`config.mk`:
```
export PLATFORM = sky130hd
export DESIGN_NAME = seven_seg_capture
export DESIGN_NICKNAME = d
export VERILOG_FILES = /design/src/rtl/seven_seg_capture_pkg.sv /design/src/rtl/seg7_decode.sv /design/src/rtl/seven_seg_capture.sv
export SDC_FILE = /design/constraint.sdc
export NUM_CORES = 1
export LEC_CHECK = 0
export CORE_ASPECT_RATIO = 0.7
export CORE_UTILIZATION = 56
export CTS_CLUSTER_DIAMETER = 200
export DETAILED_ROUTE_END_ITERATION = 16
export HOLD_SLACK_MARGIN = 0.1
export PLACE_DENSITY_LB_ADDON = 0.1
export SLEW_MARGIN = 5
export SYNTH_ARGS = -nofsm -noshare
export SYNTH_HDL_FRONTEND = slang
export SYNTH_HIERARCHICAL = 1
export SYNTH_SLANG_ARGS = --single-unit
```
`constraint.sdc`:
```
create_clock -name clk -period 2.3 [get_ports clk]
set_clock_uncertainty 0.15 [all_clocks]
set_input_delay 0.575 -clock clk [delete_from_list [all_inputs] [get_ports clk]]
set_output_delay 0.575 -clock clk [all_outputs]
set_load 0.01 [all_outputs]
```
`src/rtl/seven_seg_capture_pkg.sv`:
```
// Shared seven-segment constants for the capture block and display decoders.
// Patterns are active-low, bit0=a .. bit6=g.
package seven_seg_capture_pkg;

  localparam logic [6:0] PAT_0 = 7'h40;
  localparam logic [6:0] PAT_1 = 7'h79;
  localparam logic [6:0] PAT_2 = 7'h24;
  localparam logic [6:0] PAT_3 = 7'h30;
  localparam logic [6:0] PAT_4 = 7'h19;
  localparam logic [6:0] PAT_5 = 7'h12;
  localparam logic [6:0] PAT_6 = 7'h02;
  localparam logic [6:0] PAT_7 = 7'h78;
  localparam logic [6:0] PAT_8 = 7'h00;
  localparam logic [6:0] PAT_9 = 7'h10;

  localparam logic [6:0] BLANK_PAT      = 7'h7F;
  localparam logic [3:0] BLANK_NIBBLE   = 4'hF;
  localparam logic [3:0] INVALID_NIBBLE = 4'hE;

  localparam logic [2:0] AN_IDLE = 3'b111;
  localparam logic [2:0] FULL_MASK = 3'b111;

endpackage

```
`src/rtl/seg7_decode.sv`:
```
// Combinational pattern-to-nibble decoder.
// Unknown patterns map to INVALID_NIBBLE with invalid raised.
module seg7_decode
  import seven_seg_capture_pkg::*;
(
  input  logic [6:0] pat,
  output logic [3:0] nibble,
  output logic       invalid
);

  always_comb begin
    nibble  = INVALID_NIBBLE;
    invalid = 1'b0;
    case (pat)
      PAT_0:     nibble = 4'h0;
      PAT_1:     nibble = 4'h1;
      PAT_2:     nibble = 4'h2;
      PAT_3:     nibble = 4'h3;
      PAT_4:     nibble = 4'h4;
      PAT_5:     nibble = 4'h5;
      PAT_6:     nibble = 4'h6;
      PAT_7:     nibble = 4'h7;
      PAT_8:     nibble = 4'h8;
      PAT_9:     nibble = 4'h9;
      BLANK_PAT: nibble = BLANK_NIBBLE;
      default:   invalid = 1'b1;
    endcase
  end

endmodule

```
`src/rtl/seven_seg_capture.sv`:
```
// Debounces a multiplexed 3-digit display bus and
// publishes complete frames with a one-cycle VALID.
module seven_seg_capture
  import seven_seg_capture_pkg::*;
#(
  parameter int STABLE = 4
) (
  input  logic        clk,
  input  logic        rst_n,
  input  logic [6:0]  SEG,
  input  logic [2:0]  AN,
  output logic [11:0] D,
  output logic        VALID,
  output logic [2:0]  ERR
);

  localparam int CW = 4;
  localparam logic [CW-1:0] STABLE_C = CW'(STABLE);

  logic [2:0]    prev_an;
  logic [6:0]    prev_seg;
  logic [CW-1:0] run;
  logic [CW-1:0] run_next;
  logic [2:0]    mask;
  logic [2:0]    mask_next;
  logic [11:0]   slots;
  logic [2:0]    flags;
  logic          one_hot;
  logic [1:0]    idx;
  logic          accept;
  logic          full;
  logic [2:0]    sel;
  logic [3:0]    nib;
  logic          inv;

  seg7_decode u_dec (
    .pat     (SEG),
    .nibble  (nib),
    .invalid (inv)
  );

  always_comb begin
    one_hot = 1'b0;
    idx     = 2'd0;
    unique case (1'b1)
      AN == 3'b110: begin one_hot = 1'b1; idx = 2'd0; end
      AN == 3'b101: begin one_hot = 1'b1; idx = 2'd1; end
      AN == 3'b011: begin one_hot = 1'b1; idx = 2'd2; end
      default: ;
    endcase
  end

  always_comb begin
    run_next = '0;
    if (one_hot) begin
      if (AN == prev_an && SEG == prev_seg)
        run_next = (run == STABLE_C) ? run : run + 1'b1;
      else
        run_next = CW'(1);
    end
  end

  // Only the edge where the run first hits STABLE accepts.
  assign accept    = one_hot && run_next == STABLE_C &&
                     run != STABLE_C;
  assign full      = mask == FULL_MASK;
  assign sel       = accept ? ~AN : 3'b000;
  assign mask_next = (full ? 3'b000 : mask) | sel;

  always_ff @(posedge clk or negedge rst_n) begin
    if (!rst_n) begin
      prev_an  <= AN_IDLE;
      prev_seg <= BLANK_PAT;
      run      <= '0;
      mask     <= '0;
      slots    <= '0;
      flags    <= '0;
      D        <= '0;
      ERR      <= '0;
      VALID    <= 1'b0;
    end else begin
      run   <= run_next;
      mask  <= mask_next;
      VALID <= full;
      if (one_hot) begin
        prev_an  <= AN;
        prev_seg <= SEG;
      end
      if (full) begin
        D   <= slots;
        ERR <= flags;
      end
      if (accept) begin
        slots[{idx, 2'b00} +: 4] <= nib;
        flags[idx]               <= inv;
      end
    end
  end

endmodule

```
# Word level (Yosys, flattened, before mapping)
# Cells that the tools add are included.
[op_classes] addsub=2 magnitude_cmp=2 eq_ne=19 shifts=2 muxes=13 bitwise_logic=2 reduce_logical=7
[op_table] operator="4-bit case mux with 11 select lines" count=1
[op_table] operator="7-bit == test, second input constant" count=4
[op_table] operator="7-bit by 5-bit == test with 1-bit output, second input constant" count=3
[op_table] operator="7-bit by 6-bit == test with 1-bit output, second input constant" count=2
[op_table] operator="12-bit bitwise mux" count=1
[op_table] operator="4-bit two-way mux" count=3
[op_table] operator="4-bit by 6-bit variable shift with 12-bit output, first input constant" count=1
[op_table] operator="4-bit by 6-bit variable part select with 12-bit output" count=1
[op_table] operator="11-bit OR reduction" count=1
[op_table] operator="3-bit == test, second input constant" count=3
[op_table] operator="4-bit by 3-bit == test with 1-bit output, second input constant" count=2
[op_table] operator="7-bit by 2-bit == test with 1-bit output, second input constant" count=1
[op_table] operator="7-bit == test" count=1
[op_table] operator="7-bit logical NOT" count=1
[op_table] operator="3-bit two-way mux" count=2
[op_table] operator="4-bit negation with 6-bit output" count=1
[op_table] operator="4-bit by 1-bit adder with 4-bit output, second input constant" count=1
[op_table] operator="1-bit logical AND" count=4
[op_table] operator="4-bit by 3-bit != test with 1-bit output, second input constant" count=1
[op_table] operator="2-bit case mux with 2 select lines" count=1
[op_table] operator="3-bit bitwise mux" count=1
[op_table] operator="3-bit by 2-bit == test with 1-bit output, second input constant" count=1
[op_table] operator="3-bit == test" count=1
[op_table] operator="2-bit by 3-bit < comparator with 1-bit output, second input constant" count=1
[op_table] operator="other kinds (6)" count=8
[totals] regBits=48 in_bits=12 output_inout_bits=16 wordCells=56

# Depth between registers and ports, before layout
[depth] ltp_word=9 ltp_mapped=7 depth_no_buf=7

# Modules after synthesis
# The synthesis kept the hierarchy.
[by_module_without_submodules] mod="seven_seg_capture" n_inst=1 cells_each=150 area_each_um2=2215.9 seq_area_each_um2=1213.7
[by_module_without_submodules] mod="seg7_decode" n_inst=1 cells_each=37 area_each_um2=246.5 seq_area_each_um2=0.0

# Least setup slack after synthesis
# No wires, ideal clock.
[synth_path] kind="input to register" startpoint="input port AN[1]" endpoint="register flags[0]" setup_time_ps=125 arrival_time_ps=1975 required_time_ps=2025 slack_ps=50 path_stages=6 n_path_buf=1 path_cell_list="buf_6 -> or2_1 -> a21oi_2 -> nand4bb_4 -> nor3_4 -> mux2_4"
[synth_via] elab_chain_cells=7 elab_cells_between_ends=19 classes_between="2 x order compare; 5 x eq/ne; 7 x mux; 5 x reduce/logical"
[synth_rtl] item="from (decl)" line="seven_seg_capture.sv:11" text="input logic [2:0] AN,"
[synth_rtl] item="3-bit by 2-bit == test with 1-bit output, or another cell as far along" line="seven_seg_capture.sv:48" text="AN == 3'b011: begin one_hot = 1'b1; idx = 2'd2; end"
[synth_rtl] item="2-bit case mux with 2 select lines, or another cell as far along" line="seven_seg_capture.sv:45" text="unique case (1'b1)"
[synth_rtl] item="2-bit by 3-bit < comparator with 1-bit output (not written as such), or another cell as far along" line="seven_seg_capture.sv:95" text="flags[idx] <= inv;"
[synth_rtl] item="1-bit logical AND (not written as such) / 4-bit two-way mux (equally long branches)" line="seven_seg_capture.sv:95, seven_seg_capture.sv:55"
[synth_rtl] item="1-bit two-way mux (not written as such) / 4-bit by 3-bit == test with 1-bit output (equally long branches)" line="seven_seg_capture.sv:95, seven_seg_capture.sv:64"
[synth_rtl] item="1-bit demux with 2-bit select / 1-bit logical AND (equally long branches)" line="seven_seg_capture.sv:95, seven_seg_capture.sv:64"
[synth_rtl] item="3-bit bitwise mux / 1-bit logical AND (equally long branches)" line="seven_seg_capture.sv:95, seven_seg_capture.sv:64"
[synth_rtl] item="to (signal, indexed assignment)" line="seven_seg_capture.sv:95"
[synth_rtl] item="to (decl)" line="seven_seg_capture.sv:27" text="logic [2:0] flags;"
# Several ways; a longest one is shown, not always the timed one.
# A chain may end at the register's enable or synchronous reset.

# Final worst setup path
[layout_path] startpoint="register run[1]" endpoint="register slots[7]"
[layout_via] elab_chain_cells=7 elab_cells_between_ends=9 classes_between="1 x add/sub; 3 x eq/ne; 3 x mux; 2 x reduce/logical"
[layout_rtl] item="from (decl)" line="seven_seg_capture.sv:22" text="logic [CW-1:0] run;"
[layout_rtl] item="from (signal assigned)" line="seven_seg_capture.sv:82" text="run <= run_next;"
[layout_rtl] item="4-bit by 1-bit adder with 4-bit output / 4-bit by 3-bit == test with 1-bit output (equally long branches)" line="seven_seg_capture.sv:57" text="run_next = (run == STABLE_C) ? run : run + 1'b1;"
[layout_rtl] item="4-bit two-way mux" line="seven_seg_capture.sv:57"
[layout_rtl] item="4-bit two-way mux" line="seven_seg_capture.sv:56" text="if (AN == prev_an && SEG == prev_seg)"
[layout_rtl] item="4-bit two-way mux" line="seven_seg_capture.sv:55" text="if (one_hot) begin"
[layout_rtl] item="4-bit by 3-bit == test with 1-bit output" line="seven_seg_capture.sv:64" text="assign accept = one_hot && run_next == STABLE_C &&"
[layout_rtl] item="1-bit logical AND" line="seven_seg_capture.sv:64"
[layout_rtl] item="1-bit logical AND (*)" line="seven_seg_capture.sv:64"
[layout_rtl] item="to (signal, indexed assignment)" line="seven_seg_capture.sv:94" text="slots[{idx, 2'b00} +: 4] <= nib;"
[layout_rtl] item="to (decl)" line="seven_seg_capture.sv:26" text="logic [11:0] slots;"
# Every way passes the cells marked *; elsewhere a longest branch is shown, timed or not.

==> results.py <==
metrics = {
    "outcome": {
        "outcome": "finished clean",
    },
    "flow_run": {
        "cap_violations": 0,
    },
    "critical_path": {
        "cpPeakStageDelay_ns": 0.44,
        "regToRegStartpoint": "run[1]$_DFF_PN0_",
        "startpoint_type": "flop",
        "crit_chain": "inv_2 > ha_4 > a21oi_1 > a2bb2oi_2 > nand4_4 > nor3_4 > buf_12 > mux2_4",
        "crit_start": "run[1]$_DFF_PN0_",
        "critPathKind": "reg -> reg",
        "cp_slowest_cell": "dfrtp_1",
        "crit_required_ns": 2.35,
        "r2r_end": "slots[7]$_DFFE_PN0P_",
        "crit_path_max_fanout": 6,
        "critPathCaptureType": "flop",
        "worstPathArrival_ns": 2.30,
        "endpoint": "slots[7]$_DFFE_PN0P_",
        "ff2ff_setup_slack_ns": 0.05,
        "reg2regPathDepth": 8,
    },
    "die": {
        "num_rows": 19,
        "io_pins": 28,
        "fp.dieArea_mm2": 0.00467,
        "fp.coreArea_mm2": 0.00407,
        "fp.dieH_um": 57.5,
        "start_util": 0.606,
        "die_w_um": 81.3,
    },
    "synth": {
        "yosysTopAreaCellShare": 0.386,
        "synth-seq-cells": 48,
        "avgSynthCellArea_um2": 13.2,
        "synth_edf_count": 0,
        "synth_top_area_cell": "dfrtp_1",
        "syn_nets": 201,
        "synth.area.top_cells": "dfrtp_1, dfstp_2, mux2_2",
        "syn-instance-count": 187,
        "netlist-cell-type-count": 47,
        "yosysSeqAreaShare": 0.493,
        "async_flop_share": 1.00,
        "synth_common_cells": "dfrtp_1, mux2_2, mux2_4, dfstp_2",
        "syn_area_mm2": 0.00246,
        "yosysMostFrequentCell": "dfrtp_1",
        "yosys_warnings": 6,
        "synth_ff_type": "dfrtp_1",
    },
    "finish": {
        "nFillCells": 249,
        "syn2layout_area_growth_pct": 26.7,
        "fin_util": 0.768,
        "diodes": 0,
        "final_area_mm2": 0.00312,
        "drive_gt1_frac": 0.427,
        "nets": 254,
    },
    "pwr": {
        "p_total_mw": 1.80,
        "ir_drop_mv": 0.519,
        "p_clk_frac": 0.346,
        "intPower_mw": 1.35,
        "p_per_area_mw_per_mm2": 576,
        "combPwrFrac": 0.138,
        "swShare": 0.250,
        "leakagePower_nw": 1.46,
        "power.switching_uw": 450,
        "seqPwrFrac": 0.516,
    },
    "drt": {
        "via_count": 1592,
        "drt_wl_total_um": 4630,
        "drt-initial-drc-count": 50,
        "final_antenna_net_count": 0,
        "dr.pass1.iters": 4,
        "routed_via_density": 5.43,
        "wl_per_cell_um": 15.8,
        "drc": 0,
    },
    "global_route": {
        "grt_pass1_wl_um": 7580,
        "grt_pass1_vias": 1552,
        "grt_max_degree": 49,
        "antenna_found_initial": 0,
        "grt_util_all_layers": 0.229,
        "grt_overflow": 0,
    },
    "timing": {
        "relSlewSlack": 0.609,
        "finalHoldViolCount": 0,
        "worstMarginPinSlew_ns": 0.586,
        "fin_setup_tns_ns": 0,
        "whs_ns": 0.195,
        "post-route-period-util": 0.980,
        "setup_viol": 0,
        "drv_slew": 0,
        "min_period_ns": 2.25,
        "rsz0062_at_grt": "yes",
        "fmax_mhz": 444,
    },
    "clocking": {
        "cts_tree": "yes",
        "cts_made_buffers": 5,
        "clk_pin_slew_ns": 0.09,
        "root_buffer": "clkbuf_8",
        "cts.htree.levels": 2,
        "cts_hold_buf": 0,
        "cts_num_sinks": 48,
        "clock_path_buffers": 2,
        "clkLatencyLatePin_ns": 0.31,
    },
    "place": {
        "dpl.hpwl_um": 3310,
        "place_congestion": 0.823,
        "dpl-instance-area_mm2": 0.00293,
        "port_buffers": 27,
    },
    "hold_path": {
        "min_path_type": "in -> async",
    },
}
[cell usage in the layout (no fill, tap or decap), drive strengths merged, types with 4 or more instances in the layout]
master         Yosys  layout
dfrtp             38      38
mux2              37      37
buf                5      26
clkdlybuf4s50      0      16
dfstp             10      10
dlygate4sd2        0       9
inv                8       9
nand2              8       8
nor2               8       8
nor3               8       8
nand3              7       7
a21oi              7       7
xnor2              7       7
clkbuf             1       5
xor2               5       5
o21ai              5       5
nand4              4       4
[layer usage]
layer	vias to the layer above	GRT usage	share of wire
li1	775	-	-
met4	0	0.0740	0.011
met2	37	0.340	0.46
met3	5	0.0816	0.038
met1	775	0.314	0.49
met5	-	0	0
[layout make-up]
| type | instances | area [um^2] | share of cell area |
|---|---|---|---|
| timing repair buffer | 52 | 482 | 0.154 |
| tap | 52 | 65.1 | 0.0209 |
| clock buffer | 5 | 68.8 | 0.0221 |
| sequential | 48 | 1210 | 0.389 |
| multi-input combinational | 125 | 1210 | 0.389 |
| clock inverter | 3 | 46.3 | 0.0148 |
| inverter | 8 | 30.0 | 0.00962 |
[cell families after synthesis]
kind of cell | Yosys count | share of synthesized area
simple gates | 53 | 0.155
mux | 38 | 0.201
fa+ha+maj | 2 | 0.0102
compound gates | 20 | 0.0610
xor+xnor | 12 | 0.0457
flops | 48 | 0.493
buf+inv | 14 | 0.0335
[critical path, delay by kind of cell, from the launching register on]
family          cells  cell delay, ns
compound gates      2            0.41
fa+ha+maj           1            0.17
buf+inv             2            0.23
flops               1            0.44
mux                 1            0.30
simple gates        2            0.45
[worst min-delay path by stage]
stage / slack, ns / cells past startpoint / start / endpoint
2_1_floorplan: 0.13 / 0 / rst_n / D[0]$_DFFE_PN0P_
3_3_place_gp: 0.30 / 2 / prev_an[1]$_DFFE_PN1P_ / prev_an[1]$_DFFE_PN1P_
3_5_place_dp: 0.32 / 2 / prev_an[1]$_DFFE_PN1P_ / prev_an[1]$_DFFE_PN1P_
4_1_cts: 0.21 / 2 / rst_n / D[9]$_DFFE_PN0P_
5_1_grt: 0.25 / 2 / rst_n / slots[10]$_DFFE_PN0P_
6_report: 0.20 / 2 / rst_n / D[9]$_DFFE_PN0P_
[state kept, by name, indices dropped and copies added (netlist names)]
name / count
prev_an: 3
VALID: 1
ERR: 3
mask: 3
flags: 3
slots: 12
run: 4
D: 12
prev_seg: 7
[through the flow]
stage,std cells,worst slack (ns)
6_report,293,0.0463
5_1_grt,293,-0.0220
4_1_cts,290,0.00266
3_5_place_dp,280,-0.465
3_3_place_gp,280,-0.437
2_1_floorplan,187,0.0497
[power by group through the flow]
stage / Combinational, mW / Sequential, mW / Clock [mW]
2_1_floorplan: 0.149 / 0.932 / 0
3_3_place_gp: 0.222 / 0.935 / 0
3_5_place_dp: 0.230 / 0.940 / 0
4_1_cts: 0.238 / 0.927 / 0.636
5_1_grt: 0.271 / 0.932 / 0.668
6_report: 0.248 / 0.927 / 0.622
[what timing repair did]
item                       4_1_cts  5_1_grt
setup buffers                    2        3
pin swaps                        7        3
setup endpoints to repair       15       15
gates resized for setup         13        6
Power figures use the tool's default switching activity.
